===== src/rtl/vend_universal_reg_pkg.sv =====
// Shared encodings for the vending datapath universal register.
// The vending FSM imports the same mode names and default width.
package vend_universal_reg_pkg;

    localparam int unsigned DEFAULT_WIDTH = 5;
    localparam int unsigned MODE_W        = 3;

    typedef enum logic [MODE_W-1:0] {
        MODE_HOLD = 3'b000,
        MODE_LOAD = 3'b001,
        MODE_SHL  = 3'b010,
        MODE_SHR  = 3'b011,
        MODE_ADD  = 3'b100,
        MODE_SUB  = 3'b101,
        MODE_CLR  = 3'b110,
        MODE_UNDO = 3'b111
    } mode_e;

endpackage


===== src/rtl/vend_sat_addsub.sv =====
// Combinational WIDTH-bit saturating add / clamping subtract.
// o_sat flags an add above all-ones or a subtract that went below zero.
module vend_sat_addsub
    import vend_universal_reg_pkg::*;
#(
    parameter int unsigned WIDTH = DEFAULT_WIDTH
) (
    input  logic [WIDTH-1:0] i_a,
    input  logic [WIDTH-1:0] i_b,
    input  logic             i_sub,
    output logic [WIDTH-1:0] o_result,
    output logic             o_sat
);

    logic [WIDTH:0] w_sum;
    logic [WIDTH:0] w_diff;

    assign w_sum  = {1'b0, i_a} + {1'b0, i_b};
    assign w_diff = {1'b0, i_a} - {1'b0, i_b};

    // The extra top bit is the carry on add and the borrow on subtract.
    always_comb begin
        o_result = w_sum[WIDTH-1:0];
        o_sat    = w_sum[WIDTH];
        if (i_sub) begin
            o_sat    = w_diff[WIDTH];
            o_result = w_diff[WIDTH] ? '0 : w_diff[WIDTH-1:0];
        end else if (w_sum[WIDTH]) begin
            o_result = '1;
        end
    end

endmodule


===== src/rtl/vend_universal_reg.sv =====
// WIDTH-bit universal register: load, shift, saturating add/sub, clear and
// single-level undo. i_reset is asynchronous and active-low.
module vend_universal_reg
    import vend_universal_reg_pkg::*;
#(
    parameter int unsigned      WIDTH       = DEFAULT_WIDTH,
    parameter logic [WIDTH-1:0] RESET_VALUE = '0
) (
    input  logic              i_clk,
    input  logic              i_reset,
    input  logic              i_en,
    input  logic [MODE_W-1:0] i_mode,
    input  logic [WIDTH-1:0]  i_d,
    input  logic              i_ser_in,
    output logic [WIDTH-1:0]  o_q,
    output logic              o_ser_out,
    output logic              o_zero,
    output logic              o_at_max,
    output logic              o_ovf,
    output logic              o_undo_ok
);

    logic [WIDTH-1:0] r_q;
    logic [WIDTH-1:0] r_shadow;
    logic             r_undo_ok;
    logic             r_ovf;
    logic             r_ser_out;

    mode_e            w_mode;
    logic [WIDTH-1:0] w_arith;
    logic             w_sat;
    logic             w_capture;

    assign w_mode    = mode_e'(i_mode);
    // Every state-changing mode except UNDO snapshots the old q, even when q is unchanged.
    assign w_capture = i_en && (w_mode != MODE_HOLD) && (w_mode != MODE_UNDO);

    vend_sat_addsub #(
        .WIDTH (WIDTH)
    ) u_addsub (
        .i_a      (r_q),
        .i_b      (i_d),
        .i_sub    (w_mode == MODE_SUB),
        .o_result (w_arith),
        .o_sat    (w_sat)
    );

    always_ff @(posedge i_clk or negedge i_reset) begin
        if (!i_reset) begin
            r_q       <= RESET_VALUE;
            r_shadow  <= RESET_VALUE;
            r_undo_ok <= 1'b0;
            r_ovf     <= 1'b0;
            r_ser_out <= 1'b0;
        end else begin
            r_ovf <= 1'b0;
            if (w_capture) begin
                r_shadow  <= r_q;
                r_undo_ok <= 1'b1;
            end
            if (i_en) begin
                case (w_mode)
                    MODE_LOAD: r_q <= i_d;
                    MODE_SHL: begin
                        r_q       <= {r_q[WIDTH-2:0], i_ser_in};
                        r_ser_out <= r_q[WIDTH-1];
                    end
                    MODE_SHR: begin
                        r_q       <= {i_ser_in, r_q[WIDTH-1:1]};
                        r_ser_out <= r_q[0];
                    end
                    MODE_ADD, MODE_SUB: begin
                        r_q   <= w_arith;
                        r_ovf <= w_sat;
                    end
                    MODE_CLR: r_q <= RESET_VALUE;
                    MODE_UNDO: begin
                        if (r_undo_ok) begin
                            r_q       <= r_shadow;
                            r_undo_ok <= 1'b0;
                        end
                    end
                    default: ;
                endcase
            end
        end
    end

    assign o_q       = r_q;
    assign o_ser_out = r_ser_out;
    assign o_undo_ok = r_undo_ok;
    assign o_ovf     = r_ovf;
    assign o_zero    = (r_q == '0);
    assign o_at_max  = (r_q == '1);

endmodule


===== config.mk =====
export PLATFORM = sky130hd
export DESIGN_NAME = vend_universal_reg
export DESIGN_NICKNAME = d
export VERILOG_FILES = /design/src/rtl/vend_universal_reg_pkg.sv /design/src/rtl/vend_sat_addsub.sv /design/src/rtl/vend_universal_reg.sv
export SDC_FILE = /design/constraint.sdc
export NUM_CORES = 1
export LEC_CHECK = 0
export CORE_ASPECT_RATIO = 1.75
export CORE_MARGIN = 2
export CORE_UTILIZATION = 50
export CTS_CLUSTER_SIZE = 8
export DETAILED_ROUTE_END_ITERATION = 12
export GPL_TIMING_DRIVEN = 1
export PLACE_DENSITY = 0.82
export SLEW_MARGIN = 5
export SYNTH_ARGS = -nofsm -noshare
export SYNTH_HDL_FRONTEND = slang
export SYNTH_SLANG_ARGS = --single-unit

===== constraint.sdc =====
create_clock -name i_clk -period 3.09 [get_ports i_clk]
set_clock_uncertainty 0.2 [all_clocks]
set_input_delay 0.309 -clock i_clk [delete_from_list [all_inputs] [get_ports i_clk]]
set_output_delay 0.309 -clock i_clk [all_outputs]
set_load 0.005 [all_outputs]

==> impl_metrics.ini, run 1 <==
[floorplan]
die_w_um = 42.5
die_h_um = 71.4
ios = 22
dieArea_sq_um = 3040
row_count = 24
initial_core_util = 0.521
core_area_sq_um = 2490

[synthesis]
synth_edf_count = 0
ys_types = 46
synth-xor-area-share = 0.0202
synthSimpleGateAreaFrac = 0.204
async_reset_ff_frac = 1.00
syn_inst = 159
synth_area_sq_um = 1300
ys.flop_type = dfrtp_1
synth_top_family_by_area = compound AO/OA/AOI/OAI gates
synthAdderAreaFrac = 0.127
syn_nets = 183
synth_seq_area_share = 0.250
postSynthAreaPerCell_sq_um = 8.17
ys_ff_latch = 13
synth.area.mux_share = 0.0250
synth-compound-area-share = 0.300
yosys_warnings = 0

[cells_and_area]
final_net_count = 205
multi_input_area_sq_um = 878
stdcell_count = 206
fillers = 233
drive_above_1_share = 0.0722
antenna_cells = 0
area_delta_synth_final_pct = 21.5
finalInstanceArea_sq_um = 1580
regArea_sq_um = 325

[clocking]
clk_pin_slew_ns = 0.06
hold_buffers = 0
post_cts_buffers = 0
cts_tree = yes
post_cts_resize_count = 0
cts_sinks = 13
clockBufferDepth = 2
htree_levels = 1
cts_root_buf = clkbuf_8
numCtsBuffers = 3
clk_latency_ns = 0.25

[sta]
tightestPinTransition_ns = 0.617
rsz0062_at_grt = false
fin_setup_tns_ns = 0
slew_violations = 0
fin_crit_sh = 0.838
worst_slack_ns = 0.500
slew_headroom = 0.588
layout_min_cycle_time_ns = 2.59
setup_viol = 0
final-hold-violation-count = 0
max_freq_mhz = 386

[routing]
drtPass1Iterations = 4
vias = 1333
wl_per_cell_um = 17.3
antenna_left = 0
avgViaCountPerCell = 6.47
routed_wl_um = 3560
drtIter0Drc = 38
drc = 0

[worst_setup_path]
crit_path_end = o_q[4]
regToRegSetupSlack_ns = 0.62
worstReg2RegEnd = o_q[4]
r2r_cells = 6
critPathKind = in2reg
cp_max_fo = 5
crit_arrival_ns = 2.52
crit_required_ns = 3.02
critPathLaunchType = input port
worstReg2RegStart = o_q[2]
crit_start = i_d[1]
cp-end-kind = flop

[placement]
place_ws_ns = 0.231
gp_congestion = 0.927
place_inst = 202
dpl-instance-area_sq_um = 1530
portBuffers = 21
hpwl_um = 2870

[power]
total_power_mw = 0.847
power_leakage_nw = 0.667
power-per-cell-area_nw_per_um2 = 537
ir_drop_v = 0.000337

[global_route]
grt_max_degree = 19
grt_pass1_wl_um = 6180
grt_overflow = 0
grt_pass1_vias = 1354
grtUsageTotal = 0.267
antenna_found_initial = 0

[outcome]
status = finished clean

[worst_hold_path]
hp-class = in2async

[job]
drv_cap = 0
## how the worst min path moves through the flow
stage,start,to,slack (ns),cells past startpoint
final,i_reset,o_q[3],0.25,1
after global routing,r_shadow[0],r_shadow[0],0.30,2
after floorplan,i_reset,o_ovf,-0.19,0
after global placement,r_shadow[0],r_shadow[0],0.27,2
after CTS,i_reset,o_q[3],0.27,1
after detailed placement,r_shadow[0],r_shadow[0],0.27,2
## final cells by class
type,instances,share of cell area
well taps,26,0.0206
repair buffers,26,0.157
flip-flops and latches,13,0.206
clock buffers,4,0.0285
multi-input cells,124,0.557
inverters,13,0.0309
## synthesized netlist by cell type (2+ instances only)
cell | instances | area (sq um)
dfrtp_1 | 13 | 325
inv_1 | 13 | 48.8
a21oi_1 | 12 | 60.1
nand2_1 | 12 | 45.0
o21ai_0 | 11 | 55.1
ha_1 | 10 | 125
nor2_1 | 8 | 30.0
nand2b_1 | 7 | 43.8
nand3_1 | 6 | 30.0
nor2b_1 | 5 | 31.3
clkbuf_1 | 4 | 15.0
o221ai_1 | 4 | 35.0
o31a_1 | 4 | 35.0
or3_1 | 4 | 25.0
a31oi_1 | 3 | 18.8
buf_2 | 3 | 15.0
xnor2_1 | 3 | 26.3
a211o_1 | 2 | 17.5
a21o_1 | 2 | 15.0
fa_1 | 2 | 40.0
mux2_2 | 2 | 22.5
o211ai_1 | 2 | 15.0
o21a_1 | 2 | 15.0
o22a_1 | 2 | 17.5
o22ai_1 | 2 | 12.5
## through the flow
stage / utilization / hold slack, ns
final: 0.633 / 0.246
after floorplan: - / -0.187
after detailed placement: 0.615 / 0.274
after CTS: 0.633 / 0.266
after global routing: 0.633 / 0.304
after global placement: 0.615 / 0.266
## sequential cells by signal, summed over array words and instances (netlist names)
name,flops
o_ovf,1
o_q,5
o_ser_out,1
o_undo_ok,1
r_shadow,5
## logic make-up after synthesis
| group | Yosys count |
|---|---|
| fa+ha+maj | 12 |
| xor+xnor | 3 |
| buf+inv | 22 |
| mux | 3 |
| compound gates | 56 |
| simple gates | 50 |
| flops | 13 |
## cells in the final DEF (no fill, tap or decap), types with 2 or more instances in the layout
| cell | count |
|---|---|
| inv_1 | 13 |
| nand2b_1 | 7 |
| o22ai_1 | 2 |
| ha_1 | 10 |
| a31oi_1 | 3 |
| nor2b_1 | 5 |
| a21o_1 | 2 |
| nand2_1 | 12 |
| nand3_1 | 6 |
| o221ai_1 | 4 |
| clkbuf_8 | 3 |
| o21ai_0 | 11 |
| o22a_1 | 2 |
| clkdlybuf4s50_1 | 21 |
| o21a_1 | 2 |
| or3_1 | 4 |
| a21oi_1 | 12 |
| mux2_2 | 2 |
| o211ai_1 | 2 |
| buf_4 | 5 |
| a211o_1 | 2 |
| xnor2_1 | 3 |
| o31a_1 | 4 |
| fa_1 | 2 |
| nor2_1 | 8 |
| dfrtp_1 | 13 |
## critical path, cell delays in order
cell and delay (ns):
clkdlybuf4s50_1 0.62, inv_1 0.08, ha_1 0.33, nor3b_2 0.07, or3_1 0.37, or3_1 0.36, a21o_1 0.16, a41o_1 0.23
## metal layers
layer	up-vias	wire length (um)	global-route usage	part of all wire
met2	58	1880	0.453	0.53
met4	0	284	0.229	0.080
met3	24	151	0.0353	0.042
li1	624	-	-	-
met5	-	0	0	0
met1	627	1250	0.282	0.35
## power by group
group          total (mW)  internal (mW)  switching (mW)
combinational       0.438          0.208           0.230
clock               0.155         0.0913          0.0641
sequential          0.253          0.209          0.0446
total               0.847          0.508           0.338
No activity file was read; power rests on OpenSTA's default activity.
==> inputs of run 2 (changes only) <==
--- a/config.mk
+++ b/config.mk
@@ -7,7 +7,7 @@
 export LEC_CHECK = 0
 export CORE_ASPECT_RATIO = 1.75
 export CORE_MARGIN = 2
-export CORE_UTILIZATION = 50
+export CORE_UTILIZATION = 48
 export CTS_CLUSTER_SIZE = 8
 export DETAILED_ROUTE_END_ITERATION = 12
 export GPL_TIMING_DRIVEN = 1
==> constraint.sdc (replaced) <==
create_clock -name i_clk -period 2.2 [get_ports i_clk]
set_clock_uncertainty 0.2 [all_clocks]
set_input_delay 0.22 -clock i_clk [delete_from_list [all_inputs] [get_ports i_clk]]
set_output_delay 0.22 -clock i_clk [all_outputs]
set_load 0.005 [all_outputs]
==> run 2 against run 1 <==
Effect of this change: the flow now finishes with violations (negative setup slack); sequential power is 36% higher; power is 68% higher; non-clock buffer count is 32 higher; utilization is 8.7 points higher; clock-buffer cell count stayed put; sequential cell count stayed put; critical endpoint unchanged; die area is 3.9% higher; worst hold slack worse by 0.094 ns; final cell count is 16% higher.
==> impl_metrics.ini, run 2 (synthesis gave the netlist of run 1 again) <==
[outcome]
status = finished with violations
violations = negative setup slack

[cells_and_area]
antenna_cells = 0
drive_above_1_share = 0.278
final_net_count = 237
final_cell_mix = 35 x buf_4, 17 x clkdlybuf4s50_1, 12 x a21oi_1, 12 x nand2_1, 12 x dfrtp_1
finalInstanceArea_sq_um = 1890
final_common_cell = buf_4
area_delta_synth_final_pct = 45.7
stdcell_count = 239

[global_route]
use_met3 = 0.0297
antenna_found_initial = 0
grt_overflow = 0
grt_max_degree = 17
grt_pass1_vias = 1532
busiest_layer = met2
met1_usage = 0.302
use_met2 = 0.546
grt_pass1_wl_um = 6920
grtUsageTotal = 0.290

[worst_setup_path]
worstReg2RegStart = o_q[1]
critPathKind = reg2reg
worstReg2RegEnd = o_q[4]
crit_arrival_ns = 2.15
crit_required_ns = 2.14
cp-end-kind = flop
r2r_cells = 6
critPathLaunchType = flop
cp_max_fo = 3
regToRegSetupSlack_ns = -0.007

[floorplan]
ios = 22
row_count = 25
dieArea_sq_um = 3150
initial_core_util = 0.494
die_w_um = 43.3
core_area_sq_um = 2630
die_h_um = 72.8

[sta]
final-hold-violation-count = 0
layout_min_cycle_time_ns = 2.21
tightestPinTransition_ns = 0.616
slew_headroom = 0.588
setup_viol = 1
max_freq_mhz = 453
rsz0062_at_grt = true
worst_slack_ns = -0.00695
hold_ws_ns = 0.152
slew_violations = 0
fin_crit_sh = 1.00

[placement]
hpwl_um = 3180
place_inst = 231
gp_congestion = 0.967
dpl-instance-area_sq_um = 1760
portBuffers = 21
place_ws_ns = -0.369

[routing]
routed_wl_um = 4200
drtIter0Drc = 96
drc = 0
antenna_left = 0
avgViaCountPerCell = 6.14
drtPass1Iterations = 4
wl_per_cell_um = 17.6
vias = 1468

[clocking]
clk_pin_slew_ns = 0.06
cts_sinks = 13
htree_levels = 1
cts_root_buf = clkbuf_8
clk_latency_ns = 0.25
numCtsBuffers = 3
clockBufferDepth = 2
cts_tree = yes

[job]
drv_cap = 0

[worst_hold_path]
hp-class = in2async

[power]
ir_drop_v = 0.000533
total_power_mw = 1.42
power_leakage_nw = 0.831
power-per-cell-area_nw_per_um2 = 752
run 2: changes by cell type in the layout (fill, tap and decap cells not counted), moves of 2 or more:
cell	before	now
inv_2	0	2
dlygate4sd2_1	0	3
buf_6	0	2
inv_1	13	11
buf_4	5	35
ha_4	0	3
o21ai_0	11	9
ha_1	10	6
clkdlybuf4s50_1	21	17
run 2: worst max path at each step:
stage	start	endpoint	slack (ns)
after global placement	i_d[0]	o_q[2]	-0.32
after floorplan	o_q[2]	o_q[4]	-0.05
final	o_q[1]	o_q[4]	-0.007
after CTS	o_q[0]	o_q[4]	-0.04
after detailed placement	i_d[0]	o_q[4]	-0.37
after global routing	o_q[1]	o_q[2]	-0.05
run 2: critical path, cell delays in order, from the launching register on:
cell	delay, ns
dfrtp_1	0.42
ha_4	0.30
nor3b_4	0.04
or3_4	0.38
or3_1	0.36
a21o_1	0.19
a41o_1	0.20
run 2: metrics by stage:
stage | TNS, ns | util
2_1_floorplan | -0.0500 | -
3_3_place_gp | -1.51 | 0.669
3_5_place_dp | -1.70 | 0.669
4_1_cts | -0.0372 | 0.706
5_1_grt | -0.127 | 0.720
6_report | -0.00695 | 0.720
run 2: power by group:
part	internal, mW	switching [mW]	total [mW]
Sequential	0.294	0.0483	0.343
Clock	0.128	0.0935	0.222
Combinational	0.443	0.415	0.858
Total	0.865	0.556	1.42
run 2: metal layers:
layer | wire length, um | share of wire
met3 | 163 | 0.039
met1 | 1480 | 0.35
met4 | 158 | 0.038
met5 | 0 | 0
met2 | 2390 | 0.57
run 2: layout make-up:
cell class | count | area (sq um)
flip-flops and latches | 13 | 327
fillers | 197 | 736
clock buffers | 4 | 45.0
inverters | 13 | 48.8
repair buffers | 58 | 487
well taps | 27 | 33.8
multi-input cells | 124 | 951
run 2: timing repair:
action | CTS | global route
pin swaps | 6 | 4
buffers inserted | 3 | 2
setup endpoints to repair | 5 | 7
hold buffers | 0 | 0
gates resized for setup | 15 | 8
==> inputs of run 3 (changes only) <==
--- a/config.mk
+++ b/config.mk
@@ -10,7 +10,7 @@
 export CORE_UTILIZATION = 48
 export CTS_CLUSTER_SIZE = 8
 export DETAILED_ROUTE_END_ITERATION = 12
-export GPL_TIMING_DRIVEN = 1
+export GPL_TIMING_DRIVEN = 0
 export PLACE_DENSITY = 0.82
 export SLEW_MARGIN = 5
 export SYNTH_ARGS = -nofsm -noshare
==> run 3 against run 2 <==
Effect of this change: the flow still finishes with violations (negative setup slack); maximum frequency fell by 2.3%; utilization is 5.8 points lower; design area shrank 8.0%; critical path depth did not move; worst hold slack improved by 0.017 ns; via count fell by 7.9%; critical path type unchanged.
==> impl_metrics.ini, run 3 (synthesis gave the netlist of run 1 again) <==
[routing]
drtPass1Iterations = 4
wl_per_cell_um = 17.0
avgViaCountPerCell = 6.15
drtIter0Drc = 35
drc = 0
vias = 1352
antenna_left = 0
routed_wl_um = 3750

[placement]
gp_congestion = 0.962
place_inst = 204
portBuffers = 18
hpwl_um = 2770
place_ws_ns = -0.543

[outcome]
violations = negative setup slack
status = finished with violations

[worst_setup_path]
regToRegSetupSlack_ns = -0.06
slowest_delay_ns = 0.47
crit_required_ns = 2.13
r2r_cells = 6
worstReg2RegStart = o_q[0]
critPathLaunchType = flop
cp-end-kind = flop
critPathSlowestCell = dfrtp_2
crit_chain = ha_4 -> nor3b_4 -> or3_4 -> or3_1 -> a21o_1 -> a41o_1
crit_arrival_ns = 2.19
cp_max_fo = 6
worstReg2RegEnd = o_q[4]
critPathKind = reg2reg

[cells_and_area]
regArea_sq_um = 332
drive_above_1_share = 0.202
final_common_cell = buf_4
fillers = 208
antenna_cells = 0
final_util = 0.662
multi_input_area_sq_um = 962
final_net_count = 218
area_delta_synth_final_pct = 34.0
stdcell_count = 220
final_cell_mix = 14 x buf_4, 13 x inv_1, 13 x clkdlybuf4s50_1

[sta]
max_freq_mhz = 443
tightestPinTransition_ns = 0.631
setup_viol = 1
slew_headroom = 0.578
fin_crit_sh = 1.03
slew_violations = 0
rsz0062_at_grt = true
hold_ws_ns = 0.169
worst_slack_ns = -0.0588
layout_min_cycle_time_ns = 2.26
final-hold-violation-count = 0

[floorplan]
core_area_sq_um = 2630
die_w_um = 43.3
dieArea_sq_um = 3150
initial_core_util = 0.494
die_h_um = 72.8
row_count = 25
ios = 22

[worst_hold_path]
hp-class = in2async

[global_route]
grt_pass1_wl_um = 5990
antenna_found_initial = 0
grtUsageTotal = 0.251
grt_overflow = 0
grt_max_degree = 14
grt_pass1_vias = 1275

[clocking]
cts_tree = yes
hold_buffers = 0
clockBufferDepth = 2
clk_latency_ns = 0.24
cts_root_buf = clkbuf_8
numCtsBuffers = 3
clk_pin_slew_ns = 0.05
htree_levels = 1
cts_sinks = 13

[power]
power-per-cell-area_nw_per_um2 = 770
power_leakage_nw = 0.735
ir_drop_v = 0.000478
total_power_mw = 1.34

[job]
drv_cap = 0
## run 3: worst max-delay path, delay by kind of cell, from the launching register on
kind / cells / cell delay, ns
flops: 1 / 0.47
fa+ha+maj: 1 / 0.19
simple gates: 3 / 0.89
compound gates: 2 / 0.40
## run 3: layer usage
| metal | routed length, um | vias up | global-route usage |
|---|---|---|---|
| li1 | - | 653 | - |
| met1 | 1400 | 645 | 0.270 |
| met2 | 2080 | 38 | 0.451 |
| met3 | 97 | 16 | 0.0347 |
| met4 | 165 | 0 | 0.148 |
| met5 | 0 | - | 0 |
## run 3: what timing repair did
item,in CTS,in global routing
pin swaps,3,5
setup buffers,9,5
resized for setup,11,14
endpoints found under the setup margin,7,6
## run 3: layout make-up
type,count,share of cell area
flip-flops and latches,13,0.191
repair buffers,32,0.166
plain buffers,7,0.0173
clock buffers,4,0.0259
inverters,13,0.0280
multi-input cells,124,0.553
well taps,27,0.0194
## run 3: metrics by stage
stage                     cell area [sq um]  setup TNS [ns]
after floorplan                        1310         -0.0500
after global placement                 1530           -2.24
after detailed placement               1530           -2.54
after CTS                              1640         -0.0980
after global routing                   1740          -0.131
final                                  1740         -0.0588
## run 3: how the worst max path moves through the flow
stage	from	end	cells past startpoint	slack, ns
floorplan	o_q[2]	o_q[4]	7	-0.05
global placement	i_d[1]	o_q[4]	8	-0.50
detailed placement	i_d[1]	o_q[4]	8	-0.54
CTS	o_q[0]	o_q[4]	6	-0.1
global route	o_q[0]	o_q[4]	6	-0.09
finish	o_q[0]	o_q[4]	6	-0.06
## run 3: report_power, final
part	leakage, nW	internal, mW	switching (mW)
registers	0.152	0.298	0.0742
clock network	0.0228	0.128	0.0850
logic	0.560	0.402	0.354
total	0.735	0.828	0.513
